### src/rtl/bp_pkg.sv
// Shared helpers for the branch direction predictor.
//
// Purpose: width-generic arithmetic used by the pattern history table and
// the predictor top level. Functions operate on 32-bit containers so that a
// single definition serves every CTR_W / IDX_W choice; callers size-cast the
// result back to the width they need.
//
// Contents:
//   ctr_init     - reset value of a counter (weakly not-taken)
//   ctr_sat_inc  - saturating increment at 2^ctr_w - 1
//   ctr_sat_dec  - saturating decrement at 0
//   bp_hash_idx  - table index from PC low bits, optionally XOR history
package bp_pkg;

    // Weakly not-taken: the value just below the taken/not-taken midpoint.
    // A 1-bit counter has no "weak" state, so it starts at plain not-taken.
    function automatic logic [31:0] ctr_init(input int ctr_w);
        if (ctr_w <= 1) begin
            return 32'd0;
        end
        return (32'd1 << (ctr_w - 1)) - 32'd1;
    endfunction

    function automatic logic [31:0] ctr_sat_inc(input logic [31:0] value,
                                                input int          ctr_w);
        logic [32:0] max_val;
        max_val = (33'd1 << ctr_w) - 33'd1;
        if ({1'b0, value} >= max_val) begin
            return value;
        end
        return value + 32'd1;
    endfunction

    function automatic logic [31:0] ctr_sat_dec(input logic [31:0] value);
        if (value == 32'd0) begin
            return 32'd0;
        end
        return value - 32'd1;
    endfunction

    // History is already zero-extended by the caller, so a short history
    // only perturbs the low index bits.
    function automatic logic [31:0] bp_hash_idx(input logic [31:0] pc,
                                                input logic [31:0] hist,
                                                input logic        gshare,
                                                input int          idx_w);
        logic [32:0] mask;
        logic [31:0] raw;
        mask = (33'd1 << idx_w) - 33'd1;
        raw  = gshare ? (pc ^ hist) : pc;
        return raw & mask[31:0];
    endfunction

endpackage

### src/rtl/bp_pht.sv
// Pattern history table: 2^IDX_W saturating CTR_W-bit counters.
//
// Ports:
//   clk, reset  - clock, asynchronous active-high reset (all counters to init)
//   rd_idx      - read index (combinational read)
//   rd_pred     - MSB of the counter at rd_idx (1 = predict taken)
//   wr_en       - train the counter at wr_idx this cycle
//   wr_idx      - index being trained
//   wr_taken    - resolved outcome; counts up when taken, down otherwise
//
// The read is combinational from the stored array, so a read and a write to
// the same entry in one cycle return the pre-update value.
module bp_pht
    import bp_pkg::*;
#(
    parameter int IDX_W = 6,
    parameter int CTR_W = 2
) (
    input  logic             clk,
    input  logic             reset,
    input  logic [IDX_W-1:0] rd_idx,
    output logic             rd_pred,
    input  logic             wr_en,
    input  logic [IDX_W-1:0] wr_idx,
    input  logic             wr_taken
);

    localparam int ENTRIES = 1 << IDX_W;
    localparam logic [CTR_W-1:0] INIT_VAL = CTR_W'(ctr_init(CTR_W));

    logic [CTR_W-1:0] ctr_mem [ENTRIES];
    logic [CTR_W-1:0] cur_ctr;
    logic [CTR_W-1:0] next_ctr;
    logic [31:0]      next_ext;

    assign rd_pred = ctr_mem[rd_idx][CTR_W-1];

    // Read-modify-write value for the entry being trained.
    always_comb begin
        cur_ctr  = ctr_mem[wr_idx];
        next_ext = wr_taken ? ctr_sat_inc(32'(cur_ctr), CTR_W)
                            : ctr_sat_dec(32'(cur_ctr));
        next_ctr = CTR_W'(next_ext);
    end

    always_ff @(posedge clk or posedge reset) begin
        if (reset) begin
            for (int i = 0; i < ENTRIES; i++) begin
                ctr_mem[i] <= INIT_VAL;
            end
        end else if (wr_en) begin
            ctr_mem[wr_idx] <= next_ctr;
        end
    end

endmodule

### src/rtl/gshare_predictor.sv
// Branch direction predictor, bimodal or gshare indexed.
//
// Parameters:
//   PC_W   - lookup PC width (<= 32, >= IDX_W)
//   IDX_W  - table index width, 2^IDX_W counters
//   CTR_W  - counter width (>= 1)
//   HIST_W - global history length (1 .. IDX_W)
//   GSHARE - 1: index = PC XOR history; 0: index = PC (history still kept)
//
// Ports:
//   clk, reset                - clock, asynchronous active-high reset
//   lookup_valid, lookup_pc   - prediction request
//   pred_valid                - registered; high the cycle after a lookup
//   prediction, pred_idx      - registered direction and table index used;
//                               both hold while no lookup is issued
//   update_valid, update_idx  - resolved branch and the index it predicted with
//   update_taken, update_pred - actual outcome and the prediction issued
//   stat_total, stat_correct  - resolved branches / correctly predicted ones
//
// History advances only on resolution, never on lookup, so the index a
// branch is trained at is exactly the pred_idx it was given.
module gshare_predictor
    import bp_pkg::*;
#(
    parameter int PC_W   = 9,
    parameter int IDX_W  = 6,
    parameter int CTR_W  = 2,
    parameter int HIST_W = 4,
    parameter int GSHARE = 1
) (
    input  logic              clk,
    input  logic              reset,
    input  logic              lookup_valid,
    input  logic [PC_W-1:0]   lookup_pc,
    output logic              pred_valid,
    output logic              prediction,
    output logic [IDX_W-1:0]  pred_idx,
    input  logic              update_valid,
    input  logic [IDX_W-1:0]  update_idx,
    input  logic              update_taken,
    input  logic              update_pred,
    output logic [31:0]       stat_total,
    output logic [31:0]       stat_correct
);

    localparam logic USE_GSHARE = (GSHARE != 0);

    logic [HIST_W-1:0] ghr;
    logic [IDX_W-1:0]  lookup_idx;
    logic              table_pred;

    // The lookup sees the current (pre-update) history; any update in the
    // same cycle only shifts ghr at the edge.
    assign lookup_idx = IDX_W'(bp_hash_idx(32'(lookup_pc), 32'(ghr),
                                           USE_GSHARE, IDX_W));

    bp_pht #(
        .IDX_W (IDX_W),
        .CTR_W (CTR_W)
    ) u_pht (
        .clk      (clk),
        .reset    (reset),
        .rd_idx   (lookup_idx),
        .rd_pred  (table_pred),
        .wr_en    (update_valid),
        .wr_idx   (update_idx),
        .wr_taken (update_taken)
    );

    // Global history: newest outcome enters at bit 0, oldest falls off.
    always_ff @(posedge clk or posedge reset) begin
        if (reset) begin
            ghr <= '0;
        end else if (update_valid) begin
            ghr <= HIST_W'({ghr, update_taken});
        end
    end

    // Registered prediction path; direction and index hold when idle.
    always_ff @(posedge clk or posedge reset) begin
        if (reset) begin
            pred_valid <= 1'b0;
            prediction <= 1'b0;
            pred_idx   <= '0;
        end else begin
            pred_valid <= lookup_valid;
            if (lookup_valid) begin
                prediction <= table_pred;
                pred_idx   <= lookup_idx;
            end
        end
    end

    // Accuracy statistics, wrapping modulo 2^32.
    always_ff @(posedge clk or posedge reset) begin
        if (reset) begin
            stat_total   <= '0;
            stat_correct <= '0;
        end else if (update_valid) begin
            stat_total <= stat_total + 32'd1;
            if (update_pred == update_taken) begin
                stat_correct <= stat_correct + 32'd1;
            end
        end
    end

endmodule

### config.mk
export PLATFORM = sky130hd
export DESIGN_NAME = gshare_predictor
export DESIGN_NICKNAME = d
export VERILOG_FILES = /design/src/rtl/bp_pkg.sv /design/src/rtl/bp_pht.sv /design/src/rtl/gshare_predictor.sv
export SDC_FILE = /design/constraint.sdc
export NUM_CORES = 1
export LEC_CHECK = 0
export CAP_MARGIN = 5
export CORE_MARGIN = 2
export CORE_UTILIZATION = 30
export CTS_BUF_LIST = sky130_fd_sc_hd__clkbuf_8
export CTS_CLUSTER_DIAMETER = 30
export DETAILED_ROUTE_END_ITERATION = 10
export SKIP_LAST_GASP = 1
export SYNTH_ARGS = -nofsm -noshare
export SYNTH_HDL_FRONTEND = slang
export SYNTH_SLANG_ARGS = --single-unit
### constraint.sdc
create_clock -name clk -period 6.45 [get_ports clk]
set_clock_uncertainty 0.15 [all_clocks]
set_input_delay 1.29 -clock clk [delete_from_list [all_inputs] [get_ports clk]]
set_output_delay 1.29 -clock clk [all_outputs]
set_load 0.005 [all_outputs]
=== Word-level counts from Yosys, hierarchy flattened ===
Index checks and enable logic that the tools add are counted.

* Logic and storage cells: 101
* Input port bits: 21
* Bits in registers: 204
* Output and inout bits: 72

* Equality and inequality tests: 1
* Mux-type cells: 16
* Reduce and logical (&&, ||, !) cells: 3
* Bitwise logic cells: 3
* $lt $le $gt $ge: 4
* Add/sub/neg operators: 4

{| class="wikitable"
|+ Operators with widths
! operator !! count
|-
| $bwmux W128 || 1
|-
| $add A32 B1 Y32 const B || 2
|-
| $bmux W2 S6 || 2
|-
| $mux W2 || 10
|-
| $ge A7 B7 Y1 const B || 2
|-
| $not A6 Y7 || 2
|-
| $demux W2 S6 || 1
|-
| $lt A7 B1 Y1 const B || 1
|-
| $xor A6 B4 Y6 || 1
|-
| $add A2 B1 Y2 const B || 1
|-
| $ge A2 B2 Y1 const B || 1
|-
| $logic_not A2 Y1 || 1
|-
| $mux W1 || 2
|-
| $reduce_and A2 Y1 || 1
|-
| $sub A2 B1 Y2 const B || 1
|-
| $eq A1 B1 Y1 || 1
|-
| $logic_and A1 B1 Y1 || 1
|}

=== Depth between registers and ports, before layout ===
* Word-level depth: 9
* Gate-level depth with buffers: 12
* Mapped depth without buffers: 7

=== Hierarchy ===
A second synthesis with hierarchy kept.

* Cell total of the unflattened synthesis: 904
* Area total of the unflattened synthesis: 10329.9 µm²

{| class="wikitable"
|+ By module, submodules not included
! module !! sequential area each (µm²) !! times used !! cells each !! area an instance (µm²)
|-
| bp_pht || 3283.1 || 1 || 616 || 6911.6
|-
| gshare_predictor || 1901.8 || 1 || 288 || 3418.3
|}

=== Worst setup path before layout ===
No wires, ideal clock.

* Path kind: in2reg
* From: in update_idx[0]
* To: reg u_pht.ctr_mem[83] in the netlist's numbering
* Buffers on the path: 3
* Slack: 2.807 ns
* Data arrival time: 3.347 ns
* Data required time: 6.154 ns
* Cell stages on the path: 10
* Library setup time: 0.146 ns
* Cell sequence: buf_6 > mux4_2 > a221oi_1 > nor2_1 > nor4_2 > and4_1 > maj3_1 > buf_2 > buf_2 > a31oi_1

* Longest elaborated chain between the ends: 9
* Elaborated cells on any way between the ends: 20
* Those cells by class: add/sub (2); order compare (3); mux (12); bitwise (1); reduce/logical (2)

{| class="wikitable"
|+ RTL lines
! what !! line !! RTL
|-
| from (decl) || gshare_predictor.sv:39 || <nowiki>input logic [IDX_W-1:0] update_idx,</nowiki>
|-
| $not A6 Y7 (implied by the code) (*) || bp_pht.sv:40, bp_pht.sv:52 ||
|-
| $bmux W2 S6 || bp_pht.sv:40 || <nowiki>cur_ctr = ctr_mem[wr_idx];</nowiki>
|-
| $mux W2 (implied by the code) (2 in series) || bp_pht.sv:40 ||
|-
| $ge A2 B2 Y1 or $logic_not A2 Y1 (tied branches) || bp_pkg.sv:28, bp_pkg.sv:35 ||
|-
| $mux W1, on equally long branches || bp_pkg.sv:28, bp_pkg.sv:35 ||
|-
| $mux W2, on equally long branches || bp_pkg.sv:31, bp_pkg.sv:38 ||
|-
| $mux W2 || bp_pht.sv:41 || <nowiki>next_ext = wr_taken ? ctr_sat_inc(32'(cur_ctr), CTR_W)</nowiki>
|-
| $bwmux W128 (*) || bp_pht.sv:52 || <nowiki>ctr_mem[wr_idx] <= next_ctr;</nowiki>
|-
| to (signal, indexed assignment) || bp_pht.sv:52 ||
|-
| to (decl) || bp_pht.sv:31 || <nowiki>logic [CTR_W-1:0] ctr_mem [ENTRIES];</nowiki>
|}

Every way passes the cells marked *; elsewhere a longest branch is shown, timed or not. The select of a mux whose other input is x is not followed.
A chain may end at the register's enable or synchronous reset.

=== Worst setup path after layout ===
* From: in update_idx[1]
* To: reg u_pht.ctr_mem[101] in the netlist's numbering

Same word-level chain as after synthesis.

==> flow_summary.json <==
{
  "clockBufferDepth": 3,
  "clkLatencyLatePin_ns": 0.56,
  "layout_min_cycle_time_ns": 4.57,
  "clock_sinks": 204,
  "fmax_ghz": 0.219,
  "placed_area_um2": 11500,
  "maxCapViolCount": 0,
  "wl_per_cell_um": 16.6,
  "synth_edf_count": 0,
  "core_area_um2": 33400,
  "hpwl_mm": 17.5,
  "setup_viol": 0,
  "num_vias": 8367,
  "routabilityCongestion": 0.852,
  "first_global_vias": 8199,
  "powerDensity_nw_per_um2": 321,
  "synth_ff_type": "dfrtp_1",
  "worstPathMaxFanout": 64,
  "drt-total-wl_mm": 27.4,
  "p_leak_nw": 5.07,
  "post-route-period-util_pct": 70.9,
  "crit_type": "in2reg",
  "grt_pass1_wl_mm": 45.1,
  "synth_top_family_by_area": "simple AND/OR/NAND/NOR gates",
  "synth_simple_gate_area_share_pct": 18.4,
  "cts_resized": 0,
  "antenna_found_initial": 0,
  "path_delay_family": "simple AND/OR/NAND/NOR gates",
  "synthMuxAreaShare_pct": 7.64,
  "grtUsageTotal_pct": 15.6,
  "slew_viol_final": 0,
  "finalInstanceArea_um2": 12600,
  "first_iter_violations": 630,
  "r2r-start": "u_pht.ctr_mem[109]",
  "synth.avg_cell_area_um2": 9.42,
  "slowest_stage": "clkdlybuf4s50_1",
  "gr-total-overflow": 0,
  "start_kind": "primary input",
  "synth_top_area_share_pct": 34.6,
  "worst-endpoint-required_ns": 6.69,
  "viasPerCell": 5.05,
  "rows": 67,
  "cp-startpoint": "update_idx[1]",
  "grt_setup_unrepaired": "no",
  "fp.dieH_um": 188,
  "fp.dieW_um": 188,
  "die_area_um2": 35300,
  "yosys.area.top_type": "dfrtp_1",
  "synthCells": 1076,
  "worst_setup_path_end_kind": "register",
  "synth_xor_area_share_pct": 5.88,
  "drive_gt1_share_pct": 17.5,
  "worst-path-buf-inv": 2,
  "cts_tree": "done",
  "htree_levels": 2,
  "utilization_pct": 37.8,
  "relSlewSlack_pct": 15.0,
  "io_pins": 93,
  "synth_cell_types": 56,
  "synth_seq_area_share_pct": 51.2,
  "start_util_pct": 30.4,
  "hold_class": "reg2reg",
  "grt_max_degree": 65,
  "drt_pass1_iterations": 5,
  "n_antenna_cell": 0,
  "hold_buffers": 0,
  "min_to": "u_pht.ctr_mem[94]",
  "clockRootBuffer": "clkbuf_8",
  "ys_seq_elements": 204,
  "holdPathStages": 2,
  "cp.arrival_ns": 4.81,
  "synth_async_sr_flop_share_pct": 100,
  "hp-start": "u_pht.ctr_mem[94]",
  "filler_cell_count": 3394,
  "synth_compound_area_share_pct": 13.3,
  "slowest_delay_ns": 0.96,
  "port_buffers": 89,
  "hold_viol": 0,
  "tightestPinTransition_ns": 1.27,
  "r2r-end": "u_pht.ctr_mem[101]",
  "synth_area_leaders": "dfrtp_1 35%, dfstp_2 17%, nand2_1 8.1%, a21oi_1 4.6%, xnor2_1 4.5%",
  "peakVddDrop_mv": 0.123,
  "tns_ns": 0,
  "worstPathCellList": "clkdlybuf4s50_1 > nor2b_1 > a22oi_1 > o2111ai_1 > o211ai_1 > nor4_1 > maj3_2 > buf_12 > a31oi_1",
  "synth_fp_nets": 1099,
  "r2r_slack_ns": 3.48,
  "syn_to_final_growth_pct": 24.4,
  "outcome": "completed",
  "nets": 1193,
  "synth_warnings": 0,
  "drtAntennaViolNets": 0,
  "synth_fa_ha_area_share_pct": 0.457,
  "post_cts_buffers": 0,
  "clkTransAtPathRegs_ns": 0.06,
  "rr_worst_depth": 8,
  "syn_area_um2": 10100,
  "cts_made_buffers": 48,
  "drc": 0
}
==> worst max path at each step <==
| stage | end | slack, ns | depth (start not counted) |
|---|---|---|---|
| after floorplan | ghr[0] | 2.42 | 1 |
| after global placement | u_pht.ctr_mem[85] | 1.36 | 9 |
| after detailed placement | u_pht.ctr_mem[23] | 1.36 | 9 |
| after CTS | u_pht.ctr_mem[23] | 1.95 | 9 |
| after global routing | u_pht.ctr_mem[27] | 1.74 | 9 |
| final | u_pht.ctr_mem[101] | 1.88 | 9 |
==> worst register-to-register path, cell delays in order (launching register included) <==
cell and delay (ns):
dfrtp_1 0.40, mux2_2 0.29, a221oi_1 0.29, a2bb2oi_1 0.20, o22ai_1 0.10, nor4_1 0.57, maj3_2 0.35, buf_12 0.26
a31oi_1 0.20
==> routing by layer <==
layer | up-vias | share of wire, % | track usage (%)
li1 | 3971 | - | -
met1 | 4053 | 45 | 21.6
met2 | 305 | 46 | 24.7
met3 | 38 | 7.5 | 3.54
met4 | 0 | 1.6 | 4.18
met5 | - | 0 | 0
==> registers in the layout (all words and copies together), names as in the netlist <==
register / flops
pred_idx: 6
prediction: 1
stat_correct: 32
u_pht.ctr_mem: 128
stat_total: 32
ghr: 4
pred_valid: 1
==> cell usage after synthesis (all sizes together), types with 2 or more instances <==
cell / number
nand2: 218
dfrtp: 140
nor2: 105
a21oi: 93
o21ai: 67
dfstp: 64
xnor2: 52
clkbuf: 41
a31oi: 32
nand3: 32
mux2i: 29
buf: 25
mux2: 23
and3: 16
xor2: 16
nand4: 11
mux4: 10
nor4: 10
a22oi: 9
nor2b: 9
a221oi: 8
o22ai: 8
inv: 7
nor3: 7
and4: 5
nand2b: 5
a2bb2oi: 3
or2: 3
a22o: 2
and2: 2
ha: 2
maj3: 2
nor3b: 2
o2111ai: 2
o211ai: 2
or3: 2
==> through the flow <==
stage / power (mW) / hold slack (ns) / std cells / setup WS [ns]
finish: 4.04 / 0.306 / 1656 / 1.88
global route: 4.26 / 0.321 / 1656 / 1.74
CTS: 4.08 / 0.308 / 1656 / 1.95
detailed placement: 2.40 / 0.301 / 1568 / 1.36
global placement: 2.38 / 0.298 / 1568 / 1.36
floorplan: 2.11 / 0.290 / 1076 / 2.42
==> cell families after synthesis <==
kind of cell / after synthesis
AND/OR/NAND/NOR: 430
buffers and inverters: 73
flip-flops: 204
AO/OA/AOI/OAI: 235
multiplexers: 62
adder cells (fa/ha/maj): 4
XOR/XNOR: 68
==> report_power, final <==
part           total, mW  internal [mW]  switching [mW]
registers           1.68           1.52           0.159
logic              0.705          0.327           0.379
clock network       1.66           1.03           0.634
==> cell type report <==
class                           count  area [um^2]  share of cell area (%)
Sequential cell                   204         5180                    41.1
Multi-Input combinational cell    799         4660                    37.0
Timing Repair Buffer              110         1080                    8.54
Clock buffer                       58          798                    6.33
Tap cell                          448          561                    4.45
Clock inverter                     30          297                    2.35
Inverter                            7         30.0                   0.238
==> cells in the final DEF (no fill, tap or decap), types with 10 or more instances in the layout <==
master and count:
mux4_2 10, xnor2_1 51, a21oi_1 93, buf_4 18, nand4_1 11, mux2_2 23
dfstp_2 64, a31oi_1 32, mux2i_1 29, clkdlybuf4s50_1 87, dfrtp_1 140, and3_1 16
nand3_1 32, clkbuf_8 58, nor2_1 105, nand2_1 218, o21ai_1 60, xor2_1 15
inv_1 17
Note: power is estimated with default switching activity, not from simulation.
